$ cat config.mk
export PLATFORM = sky130hd
export DESIGN_NAME = imem_fetch_ctrl
export DESIGN_NICKNAME = d
export VERILOG_FILES = /design/src/rtl/imem_pkg.sv /design/src/rtl/pc_next_logic.sv /design/src/rtl/imem_fetch_ctrl.sv
export SDC_FILE = /design/constraint.sdc
export NUM_CORES = 1
export LEC_CHECK = 0
export CAP_MARGIN = 10
export CORE_MARGIN = 2
export CORE_UTILIZATION = 40
export DETAILED_ROUTE_END_ITERATION = 12
export GPL_TIMING_DRIVEN = 1
export PLACE_DENSITY = 0.75
export SLEW_MARGIN = 20
export SYNTH_ARGS = -nofsm -noshare
export SYNTH_HDL_FRONTEND = slang
export SYNTH_SLANG_ARGS = --single-unit
$ cat constraint.sdc
create_clock -name i_clk -period 6.1 [get_ports i_clk]
set_clock_uncertainty 0.2 [all_clocks]
set_input_delay 0.61 -clock i_clk [delete_from_list [all_inputs] [get_ports i_clk]]
set_output_delay 0.61 -clock i_clk [all_outputs]
set_load 0.1 [all_outputs]
$ cat src/rtl/imem_pkg.sv
// Shared state encoding and default widths for the instruction-memory fetch controller.
package imem_pkg;

    localparam int ADDR_W_DEF     = 24;
    localparam int DATA_W_DEF     = 24;
    localparam int IMEM_DEPTH_DEF = 256;

    typedef enum logic [1:0] {
        ST_LOAD = 2'b00,
        ST_RUN  = 2'b01,
        ST_HALT = 2'b10
    } state_t;

endpackage

$ cat src/rtl/pc_next_logic.sv
// Next-PC priority mux (halt > stall > branch > increment) with address range checks.
// Purely combinational; no flow control.
module pc_next_logic
    import imem_pkg::*;
#(
    parameter int ADDR_W     = ADDR_W_DEF,
    parameter int IMEM_DEPTH = IMEM_DEPTH_DEF,
    parameter int PC_STEP    = 1
) (
    input  logic [ADDR_W-1:0] i_pc,
    input  logic              i_halt,
    input  logic              i_stall,
    input  logic              i_branch_taken,
    input  logic [ADDR_W-1:0] i_branch_target,
    output logic [ADDR_W-1:0] o_pc_next,
    output logic              o_next_fault,
    output logic              o_cur_fault
);

    // One extra bit so a depth equal to 2^ADDR_W never faults.
    localparam logic [ADDR_W:0] DEPTH_L = (ADDR_W+1)'(IMEM_DEPTH);

    always_comb begin
        o_pc_next = i_pc + ADDR_W'(PC_STEP);
        if (i_halt || i_stall) begin
            o_pc_next = i_pc;
        end else if (i_branch_taken) begin
            o_pc_next = i_branch_target;
        end
    end

    assign o_next_fault = ({1'b0, o_pc_next} >= DEPTH_L);
    assign o_cur_fault  = ({1'b0, i_pc} >= DEPTH_L);

endmodule

$ cat src/rtl/imem_fetch_ctrl.sv
// Owns the PC and muxes the single InstructionMemory port between fetch and the loader.
// PC/state update one cycle after the controlling input; no backpressure, loader writes land same cycle.
module imem_fetch_ctrl
    import imem_pkg::*;
#(
    parameter int                ADDR_W     = ADDR_W_DEF,
    parameter int                DATA_W     = DATA_W_DEF,
    parameter int                IMEM_DEPTH = IMEM_DEPTH_DEF,
    parameter logic [ADDR_W-1:0] RESET_PC   = '0,
    parameter int                PC_STEP    = 1,
    parameter bit                BOOT_LOAD  = 1'b1
) (
    input  logic              i_clk,
    input  logic              i_rst_n,
    input  logic              i_load_vld,
    input  logic [ADDR_W-1:0] i_load_addr,
    input  logic [DATA_W-1:0] i_load_dat,
    input  logic              i_load_done,
    input  logic              i_load_req,
    input  logic              i_stall,
    input  logic              i_branch_taken,
    input  logic [ADDR_W-1:0] i_branch_target,
    input  logic              i_halt,
    input  logic              i_resume,
    output logic [ADDR_W-1:0] o_imem_addr,
    output logic [DATA_W-1:0] o_imem_wr_dat,
    output logic              o_imem_we,
    output logic [ADDR_W-1:0] o_pc,
    output logic              o_fetch_vld,
    output logic [1:0]        o_state,
    output logic [ADDR_W-1:0] o_load_count,
    output logic              o_addr_fault
);

    localparam logic [ADDR_W:0]   DEPTH_L = (ADDR_W+1)'(IMEM_DEPTH);
    localparam logic [ADDR_W-1:0] CNT_MAX = '1;

    state_t            r_state;
    state_t            w_state_nxt;
    logic [ADDR_W-1:0] r_pc;
    logic [ADDR_W-1:0] w_pc_nxt;
    logic [ADDR_W-1:0] r_load_count;
    logic [ADDR_W-1:0] w_cnt_nxt;
    logic              r_addr_fault;
    logic              w_fault_nxt;

    logic [ADDR_W-1:0] w_pc_next;
    logic              w_next_fault;
    logic              w_cur_fault;
    logic              w_in_load;
    logic              w_in_run;
    logic              w_load_in_range;

    pc_next_logic #(
        .ADDR_W     (ADDR_W),
        .IMEM_DEPTH (IMEM_DEPTH),
        .PC_STEP    (PC_STEP)
    ) u_pc_next (
        .i_pc            (r_pc),
        .i_halt          (i_halt),
        .i_stall         (i_stall),
        .i_branch_taken  (i_branch_taken),
        .i_branch_target (i_branch_target),
        .o_pc_next       (w_pc_next),
        .o_next_fault    (w_next_fault),
        .o_cur_fault     (w_cur_fault)
    );

    assign w_in_load       = (r_state == ST_LOAD);
    assign w_in_run        = (r_state == ST_RUN);
    assign w_load_in_range = ({1'b0, i_load_addr} < DEPTH_L);

    assign o_imem_addr   = w_in_load ? i_load_addr : r_pc;
    assign o_imem_wr_dat = i_load_dat;
    assign o_imem_we     = i_load_vld & w_in_load & w_load_in_range;
    assign o_fetch_vld   = w_in_run & ~i_stall & ~w_cur_fault;
    assign o_pc          = r_pc;
    assign o_state       = r_state;
    assign o_load_count  = r_load_count;
    assign o_addr_fault  = r_addr_fault;

    always_comb begin
        w_state_nxt = r_state;
        w_pc_nxt    = r_pc;
        w_cnt_nxt   = r_load_count;
        w_fault_nxt = r_addr_fault;
        case (r_state)
            ST_LOAD: begin
                if (i_load_vld) begin
                    if (!w_load_in_range) begin
                        w_fault_nxt = 1'b1;
                    end else if (r_load_count != CNT_MAX) begin
                        w_cnt_nxt = r_load_count + ADDR_W'(1);
                    end
                end
                if (i_load_done) begin
                    w_state_nxt = ST_RUN;
                    w_pc_nxt    = RESET_PC;
                end
            end
            ST_RUN: begin
                // A PC already out of range must not fetch or advance.
                if (w_cur_fault) begin
                    w_fault_nxt = 1'b1;
                    w_state_nxt = ST_HALT;
                end else begin
                    w_pc_nxt = w_pc_next;
                    if (i_halt) begin
                        w_state_nxt = ST_HALT;
                    end else if (w_next_fault) begin
                        w_fault_nxt = 1'b1;
                        w_state_nxt = ST_HALT;
                    end
                end
            end
            ST_HALT: begin
                if (i_load_req) begin
                    w_state_nxt = ST_LOAD;
                    w_cnt_nxt   = '0;
                end else if (i_resume) begin
                    w_state_nxt = ST_RUN;
                end
            end
            default: w_state_nxt = ST_HALT;
        endcase
    end

    always_ff @(posedge i_clk) begin
        if (!i_rst_n) begin
            if (BOOT_LOAD) begin
                r_state <= ST_LOAD;
            end else begin
                r_state <= ST_RUN;
            end
            r_pc         <= RESET_PC;
            r_load_count <= '0;
            r_addr_fault <= 1'b0;
        end else begin
            r_state      <= w_state_nxt;
            r_pc         <= w_pc_nxt;
            r_load_count <= w_cnt_nxt;
            r_addr_fault <= w_fault_nxt;
        end
    end

endmodule

==> results of run 1 <==
layer usage:
layer  wire length, microns  global-route usage  up-vias
met3                   1150              0.0636       36
met1                   5250               0.307     2001
li1                       -                   -     1991
met2                   6190               0.398      215
met4                    289              0.0779        0
met5                      0                   0        -
synth_stat cells (all sizes together), types with 8 or more instances:
| master | instances |
|---|---|
| inv | 10 |
| nor4 | 19 |
| a21boi | 8 |
| buf | 41 |
| a21oi | 13 |
| a22oi | 14 |
| nor2b | 14 |
| nand4 | 24 |
| or3 | 9 |
| nand2 | 43 |
| nand3 | 28 |
| xor2 | 19 |
| and3 | 13 |
| mux2i | 8 |
| nor2 | 45 |
| nor3 | 11 |
| dfxtp | 51 |
| o21ai | 23 |
| mux2 | 21 |
| clkbuf | 19 |
final timing paths:
check | end | cells past startpoint
worst max register to register | o_state[0] | 8
worst min register to register | o_addr_fault | 2
worst max-delay path | o_imem_we | 6
worst min-delay path | o_addr_fault | 2
registers in the layout, indices dropped and copies added, names as in the netlist:
name,count
o_state,2
o_addr_fault,1
o_load_count,24
o_pc,24
through the flow:
stage	utilization	std cells	hold WS, ns	worst slack, ns
global route	0.552	714	0.349	1.69
global placement	0.542	706	0.290	1.88
detailed placement	0.542	706	0.290	1.87
floorplan	-	500	0.586	1.29
CTS	0.552	714	0.313	1.84
finish	0.552	714	0.303	1.85
cells by family (layout without fill, tap and decap cells):
| logic type | count (synthesis) | in the layout | synth area share |
|---|---|---|---|
| AOI/OAI and AO/OA | 101 | 101 | 0.188 |
| xor gates and xnor gates | 22 | 22 | 0.0498 |
| adders and majority gates | 3 | 3 | 0.00971 |
| buffers and inverters | 70 | 155 | 0.0974 |
| DFF | 51 | 51 | 0.264 |
| muxes | 29 | 29 | 0.0819 |
| and+or+nand+nor | 224 | 224 | 0.309 |
final cells by class:
cell class	count	area [sq um]	area share
Sequential cell	51	1020	0.198
Timing Repair Buffer	137	1360	0.264
Clock buffer	5	68.8	0.0134
Clock inverter	3	23.8	0.00462
Tap cell	129	161	0.0313
Multi-Input combinational cell	379	2480	0.481
Inverter	10	37.5	0.00729
where the power goes:
part           internal, mW  switching (mW)
clock                0.0833           0.131
sequential            0.339          0.0123
combinational         0.119           0.276
worst min-delay path, cell delays in order, from the launching register on:
cell	delay, ns
dfxtp_1	0.34
nand2_1	0.05
o21ai_0	0.07
placed cells by master (no fill, tap or decap), drive strengths merged, types with 3 or more instances in the layout:
cell	n
clkdlybuf4s50	133
dfxtp	51
nor2	45
nand2	43
nand3	28
nand4	24
o21ai	23
mux2	21
nor4	19
xor2	19
nor2b	14
a22oi	14
and3	13
a21oi	13
inv	11
nor3	11
or3	9
mux2i	8
a21boi	8
and2	6
a221oi	5
clkbuf	5
and4	4
a31oi	4
buf	4
a211oi	4
xnor2	3
a311o	3
o21a	3
ha	3
o31ai	3
o211ai	3
o311ai	3
==> run_results.csv, run 1 <==
group,metric,value,unit
setup_path,regToRegSetupSlack,3.08,ns
place,dpl_cell_area,5060,sq um
floorplan,io_pins,182,
cts,insertion_delay,0.31,ns
setup_path,crit_family,"buffers and inverters",
pwr,peakVddDrop,91.6,uV
setup_path,worstSetupEndpointType,"primary output",
detailed_routing,routed_wl,12900,microns
synthesis,synthesis.nets,584,
cts,cts_resized,0,
setup_path,worst_path_most_repeated_cell,"clkdlybuf4s50_1",
sta,rsz0062_at_grt,"false",
detailed_routing,drtAntennaViolNets,0,
pwr,p_leak,1.72,nW
min_path,min-delay-start,"o_addr_fault",
global_route,grt_usage,0.241,
sta,setup_tns,0,ns
sta,final_hold_viol_count,0,
setup_path,crit_start,"i_load_addr[11]",
synthesis,synth-async-reset-ratio,0,
final_layout,nets,668,
pwr,pwr_density_cell,186,nW/um^2
setup_path,path_buf_inv,2,
floorplan,rows,35,
cts,cts_tree,"built",
run,maxCapViolations,0,
floorplan,die-height,102,microns
setup_path,cp_max_fo,3,
final_layout,synthToLayoutAreaGrowth,33.2,%
sta,timing.fmax,0.235,GHz
cts,clock_tree.root_cell,"clkbuf_8",
synthesis,seq_area_frac_synth,0.264,
floorplan,initial_core_util,0.415,
synthesis,yosysUniqueCellTypes,65,
final_layout,drive_gt1_frac,0.0821,
final_layout,n_antenna_cell,0,
synthesis,synth-edff-count,0,
pwr,p_total,0.961,mW
cts,cts_buffer_depth,2,
sta,setup_viol,0,
setup_path,required,5.29,ns
sta,drv_slew,0,
global_route,grt_pass1_wl,20200,microns
setup_path,timing.rr.start,"o_pc[1]",
sta,fin_crit_sh,0.697,
place,hpwl,9280,microns
synthesis,synthesis.area,3870,sq um
setup_path,cp_cell_sequence,"clkdlybuf4s50_1 > nor4_1 > and4_1 > nand2_1 > nor3_1 > clkdlybuf4s50_1",
floorplan,core,9330,sq um
sta,slew_headroom,0.293,
floorplan,die_w,102,microns
setup_path,critPathSlowestCell,"clkdlybuf4s50_1",
setup_path,worstPathArrival,3.44,ns
place,portBuffers,133,
global_route,grt_remaining_overflow,0,
sta,period_minus_slack,4.25,ns
global_route,antenna_found_initial,0,
synthesis,netlist_instances,500,
cts,hold_buffers,0,
place,place_congestion,0.957,
final_layout,stdcell_area,5150,sq um
cts,numCtsBuffers,5,
sta,max_slew.worst_pin.slew,1.06,ns
detailed_routing,via_count,4243,
synthesis,yosys.area.top_type,"dfxtp_1",
cts,post-cts-setup-buffers,0,
synthesis,yosysTopAreaCellShare,0.264,
min_path,min_path_type,"reg2reg",
global_route,grt_pass1_vias,4034,
synthesis,synth-main-ff-cell,"dfxtp_1",
final_layout,fillers,921,
floorplan,die-area,10500,sq um
detailed_routing,drt_iter0_markers,275,
detailed_routing,dr.pass1.iters,5,
cts,cts.sinks,51,
global_route,grt_max_degree,41,
synthesis,synth_area_leaders,"dfxtp_1 (26%), mux2_2 (6.1%), buf_4 (4.7%)",
cts,htree_num_levels,2,
synthesis,synth_seq_cells,51,
synthesis,syn_area_per_cell,7.73,sq um
outcome,status,"complete, no violations",
setup_path,crit_type,"in2out",
detailed_routing,wl_per_cell,18.0,microns
cts,path_clk_slew,0.11,ns
detailed_routing,vias_per_cell,5.94,
detailed_routing,drc,0,
synthesis,yosysWarnings,0,
setup_path,worst_path_largest_cell_delay,1.17,ns
setup_path,critPathLaunchType,"input port",
Note: power is estimated with default switching activity, not from simulation.
==> run 2: changes to the inputs <==
- CORE_UTILIZATION: 40 -> 38
- clock period: 6.1 -> 3.9 ns (I/O delays scaled with it)
==> run_results.csv, run 2 (synthesis results as in run 1) <==
group,metric,value,unit
cts,post-cts-setup-buffers,0,
global_route,grt_pass1_wl,21400,microns
detailed_routing,vias_per_cell,5.92,
sta,whs,0.315,ns
sta,setup_tns,0,ns
place,hpwl,9890,microns
cts,insertion_delay,0.32,ns
setup_path,crit_type,"reg2out",
cts,path_clk_slew,0.11,ns
sta,max_slew.worst_pin.slew,1.00,ns
detailed_routing,wl_per_cell,18.6,microns
global_route,antenna_found_initial,0,
cts,hold_buffers,0,
cts,clock_tree.root_cell,"clkbuf_8",
final_layout,final_common_cell,"clkdlybuf4s50_1",
min_path,min_path_type,"reg2reg",
detailed_routing,via_count,4312,
floorplan,die-area,11000,sq um
pwr,p_leak,1.80,nW
sta,timing.fmax,0.325,GHz
setup_path,worstPathArrival,2.49,ns
sta,final_hold_viol_count,0,
outcome,status,"complete, no violations",
sta,period_minus_slack,3.08,ns
floorplan,die_w,105,microns
floorplan,core,9820,sq um
floorplan,io_pins,182,
floorplan,die-height,105,microns
floorplan,initial_core_util,0.394,
final_layout,fillers,1010,
setup_path,path_buf_inv,1,
sta,slew_headroom,0.329,
detailed_routing,drtAntennaViolNets,0,
pwr,peakVddDrop,141,uV
final_layout,synthToLayoutAreaGrowth,33.5,%
sta,fin_crit_sh,0.789,
setup_path,cp_max_fo,11,
sta,rsz0062_at_grt,"false",
cts,cts_resized,0,
place,portBuffers,133,
sta,setup_viol,0,
final_layout,n_antenna_cell,0,
global_route,grt_remaining_overflow,0,
run,maxCapViolations,0,
place,dp.cells,720,
cts,cts_buffer_depth,2,
detailed_routing,drc,0,
global_route,grt_pass1_vias,4097,
setup_path,critPathLaunchType,"flip-flop",
final_layout,drive_gt1_frac,0.139,
final_layout,regArea,1020,sq um
final_layout,fin_cells,728,
setup_path,required,3.31,ns
place,place_congestion,0.927,
cts,cts.sinks,51,
setup_path,worst_path_largest_cell_delay,0.62,ns
floorplan,rows,36,
sta,drv_slew,0,
setup_path,cp_cell_sequence,"nor4_1 > nand3_1 > or3_1 > nor2_1 > buf_4",
pwr,pwr_density_cell,288,nW/um^2
setup_path,critPathSlowestCell,"or3_1",
cts,htree_num_levels,2,
global_route,grt_usage,0.237,
final_layout,final_cell_mix,"clkdlybuf4s50_1 (107), dfxtp_1 (51), nor2_1 (44)",
cts,cts_tree,"built",
detailed_routing,dr.pass1.iters,5,
setup_path,worstSetupEndpointType,"primary output",
detailed_routing,routed_wl,13500,microns
final_layout,nets,678,
detailed_routing,drt_iter0_markers,258,
final_layout,fin_util,0.526,
global_route,grt_max_degree,31,
setup_path,crit_family,"simple AND/OR/NAND/NOR gates",
cts,numCtsBuffers,5,
final_layout,multiInputGateArea,2480,sq um
-- run 2: changes by cell type in the layout (fill, tap and decap cells not counted), sizes merged --
cell and change:
clkbuf +1, clkdlybuf4s50 -26, buf +36, clkinv -1
-- run 2: final timing paths --
| path | from | end | slack (ns) | cells after the start |
|---|---|---|---|---|
| min reg2reg | o_addr_fault | o_addr_fault | 0.32 | 2 |
| max | o_pc[8] | o_fetch_vld | 0.82 | 5 |
| min | o_addr_fault | o_addr_fault | 0.32 | 2 |
| max reg2reg | o_pc[1] | o_state[0] | 0.90 | 9 |
-- run 2: final cells by class --
cell class,instances,share of cell area
sequential,51,0.198
inverter,10,0.00727
clock inverter,2,0.00315
clock buffer,6,0.0141
tap,133,0.0322
multi-input combinational,379,0.480
timing repair buffer,147,0.266
-- run 2: metrics by stage --
step	setup slack (ns)	power, mW	instance area, sq um
5_1_grt	0.703	1.54	5160
4_1_cts	0.838	1.49	5160
3_5_place_dp	0.617	1.18	5070
6_report	0.825	1.49	5160
3_3_place_gp	0.677	1.17	5070
2_1_floorplan	-0.694	1.12	3870
-- run 2: power breakdown --
part / internal [mW] / leakage, nW / switching, mW
Sequential: 0.529 / 0.412 / 0.0191
Clock: 0.130 / 0.0418 / 0.192
Combinational: 0.181 / 1.35 / 0.437
-- run 2: routing by layer --
metal,wire (microns),share of wire,vias to the layer above,track usage
met1,5590,0.41,2053,0.301
met2,6430,0.48,205,0.389
met3,1100,0.081,42,0.0586
met5,0,0,-,0
li1,-,-,2012,-
met4,395,0.029,0,0.0838
-- run 2: tightest hold or removal path, stage by stage, from the launching register on --
cell,delay [ns]
dfxtp_1,0.35
nand2_1,0.06
o21ai_0,0.07
==> run 3: changes to the inputs <==
- CORE_UTILIZATION: 38 -> 40
- clock period: 3.9 -> 2.9 ns (I/O delays scaled with it)
==> run_results.csv, run 3 (synthesis results as in run 1) <==
group,metric,value,unit
sta,rsz0062_at_grt,"false",
setup_path,path_buf_inv,2,
sta,final_hold_viol_count,0,
global_route,grt_usage,0.270,
final_layout,nets,715,
pwr,pwr_density_cell,397,nW/um^2
setup_path,critPathLaunchType,"input port",
sta,setup_viol,0,
cts,htree_num_levels,2,
global_route,grt_max_degree,32,
detailed_routing,drtAntennaViolNets,0,
cts,numCtsBuffers,5,
detailed_routing,routed_wl,14600,microns
pwr,peakVddDrop,209,uV
sta,fin_crit_sh,0.962,
final_layout,fin_cells,761,
setup_path,critPathSlowestCell,"nor4_1",
detailed_routing,dr.pass1.iters,5,
setup_path,cp_cell_sequence,"clkdlybuf4s50_1 > nor4_1 > and4_1 > nand2_1 > nor3_2 > buf_12",
place,dpl_cell_area,5630,sq um
sta,max_slew.worst_pin.slew,0.640,ns
detailed_routing,drt_iter0_markers,309,
detailed_routing,wl_per_cell,19.2,microns
global_route,grt_remaining_overflow,0,
cts,post-cts-setup-buffers,0,
final_layout,drive_gt1_frac,0.331,
setup_path,worstPathArrival,2.30,ns
pwr,p_leak,2.24,nW
floorplan,die-area,10500,sq um
place,place_congestion,0.952,
detailed_routing,vias_per_cell,5.78,
cts,cts_tree,"built",
final_layout,stdcell_area,5770,sq um
setup_path,regToRegSetupSlack,0.16,ns
place,portBuffers,133,
floorplan,io_pins,182,
floorplan,initial_core_util,0.415,
setup_path,crit_family,"simple AND/OR/NAND/NOR gates",
cts,path_clk_slew,0.10,ns
sta,timing.fmax,0.358,GHz
floorplan,rows,35,
global_route,grt_pass1_wl,22000,microns
setup_path,timing.rr.start,"o_pc[0]",
sta,period_minus_slack,2.79,ns
global_route,grt_pass1_vias,4154,
setup_path,worstSetupEndpointType,"primary output",
cts,clock_tree.root_cell,"clkbuf_8",
sta,drv_slew,0,
setup_path,required,2.41,ns
setup_path,cp_max_fo,3,
detailed_routing,via_count,4395,
sta,slew_headroom,0.572,
final_layout,n_antenna_cell,0,
final_layout,final_cell_mix,"buf_4 (102), clkdlybuf4s50_1 (56), nand2_1 (43)",
setup_path,worst_path_largest_cell_delay,0.55,ns
floorplan,core,9330,sq um
outcome,status,"complete, no violations",
run,maxCapViolations,0,
final_layout,final_common_cell,"buf_4",
detailed_routing,drc,0,
cts,insertion_delay,0.32,ns
final_layout,synthToLayoutAreaGrowth,49.2,%
cts,cts_buffer_depth,2,
floorplan,die_w,102,microns
setup_path,r2r-end,"o_state[0]",
global_route,antenna_found_initial,0,
setup_path,crit_type,"in2out",
cts,cts.sinks,51,
min_path,min_path_type,"reg2reg",
setup_path,crit_start,"i_load_addr[11]",
floorplan,die-height,102,microns
setup_path,crit_path_end,"o_imem_we",
setup_path,path_depth,6,
setup_path,rr_worst_depth,10,
place,dp.cells,753,
final_layout,fillers,842,
place,hpwl,11300,microns
==> run 3: area by class of cell <==
cell class / count / area (sq um) / share of cell area
multi-input combinational: 379 / 2550 / 0.441
timing repair buffer: 184 / 1850 / 0.320
sequential: 51 / 1060 / 0.183
tap: 129 / 161 / 0.0280
clock buffer: 6 / 82.6 / 0.0143
clock inverter: 2 / 38.8 / 0.00672
inverter: 10 / 37.5 / 0.00650
==> run 3: through the flow <==
stage                     hold WS [ns]  setup WS [ns]  TNS [ns]  utilization  power (mW)
after floorplan                  0.266         -0.166    -0.166            -        1.52
after global placement           0.265         -0.133    -0.633        0.604        1.75
after detailed placement         0.271         -0.102    -0.473        0.604        1.75
after CTS                        0.296          0.148         0        0.617        2.30
after global routing             0.337        0.00488         0        0.619        2.35
final                            0.298          0.109         0        0.619        2.29
==> run 3: power by group <==
| part | switching (mW) | leakage [nW] | internal, mW |
|---|---|---|---|
| sequential | 0.0226 | 0.426 | 0.713 |
| clock | 0.270 | 0.0618 | 0.284 |
| combinational | 0.632 | 1.75 | 0.370 |
| total | 0.924 | 2.24 | 1.37 |
==> run 3: how the worst min path moves through the flow <==
| stage | startpoint | end | slack, ns | cells past startpoint |
|---|---|---|---|---|
| floorplan | i_resume | o_state[1] | 0.27 | 3 |
| global placement | o_addr_fault | o_addr_fault | 0.27 | 2 |
| detailed placement | o_addr_fault | o_addr_fault | 0.27 | 2 |
| CTS | o_addr_fault | o_addr_fault | 0.30 | 2 |
| global route | o_addr_fault | o_addr_fault | 0.34 | 2 |
| finish | o_addr_fault | o_addr_fault | 0.30 | 2 |
==> run 3: repair_timing <==
item	in CTS	in global routing
gates resized for setup	0	3
endpoints found under the setup margin	0	3
hold endpoints to repair	0	0
hold buffers	0	0
==> run 3: worst reg2reg max path: cells and delay by family (launching register included) <==
kind	cells	cell delay [ns]
AND/OR/NAND/NOR	4	1.04
adder cells (fa/ha/maj)	1	0.18
flip-flops	1	0.34
AO/OA/AOI/OAI	3	0.49
buffers and inverters	2	0.39
==> run 3: layer usage <==
layer | vias to the layer above | wire, microns | GRT usage
met1 | 2097 | 6050 | 0.341
li1 | 2076 | - | -
met3 | 10 | 1330 | 0.0527
met5 | - | 0 | 0
met4 | 0 | 66 | 0.0472
met2 | 212 | 7160 | 0.484
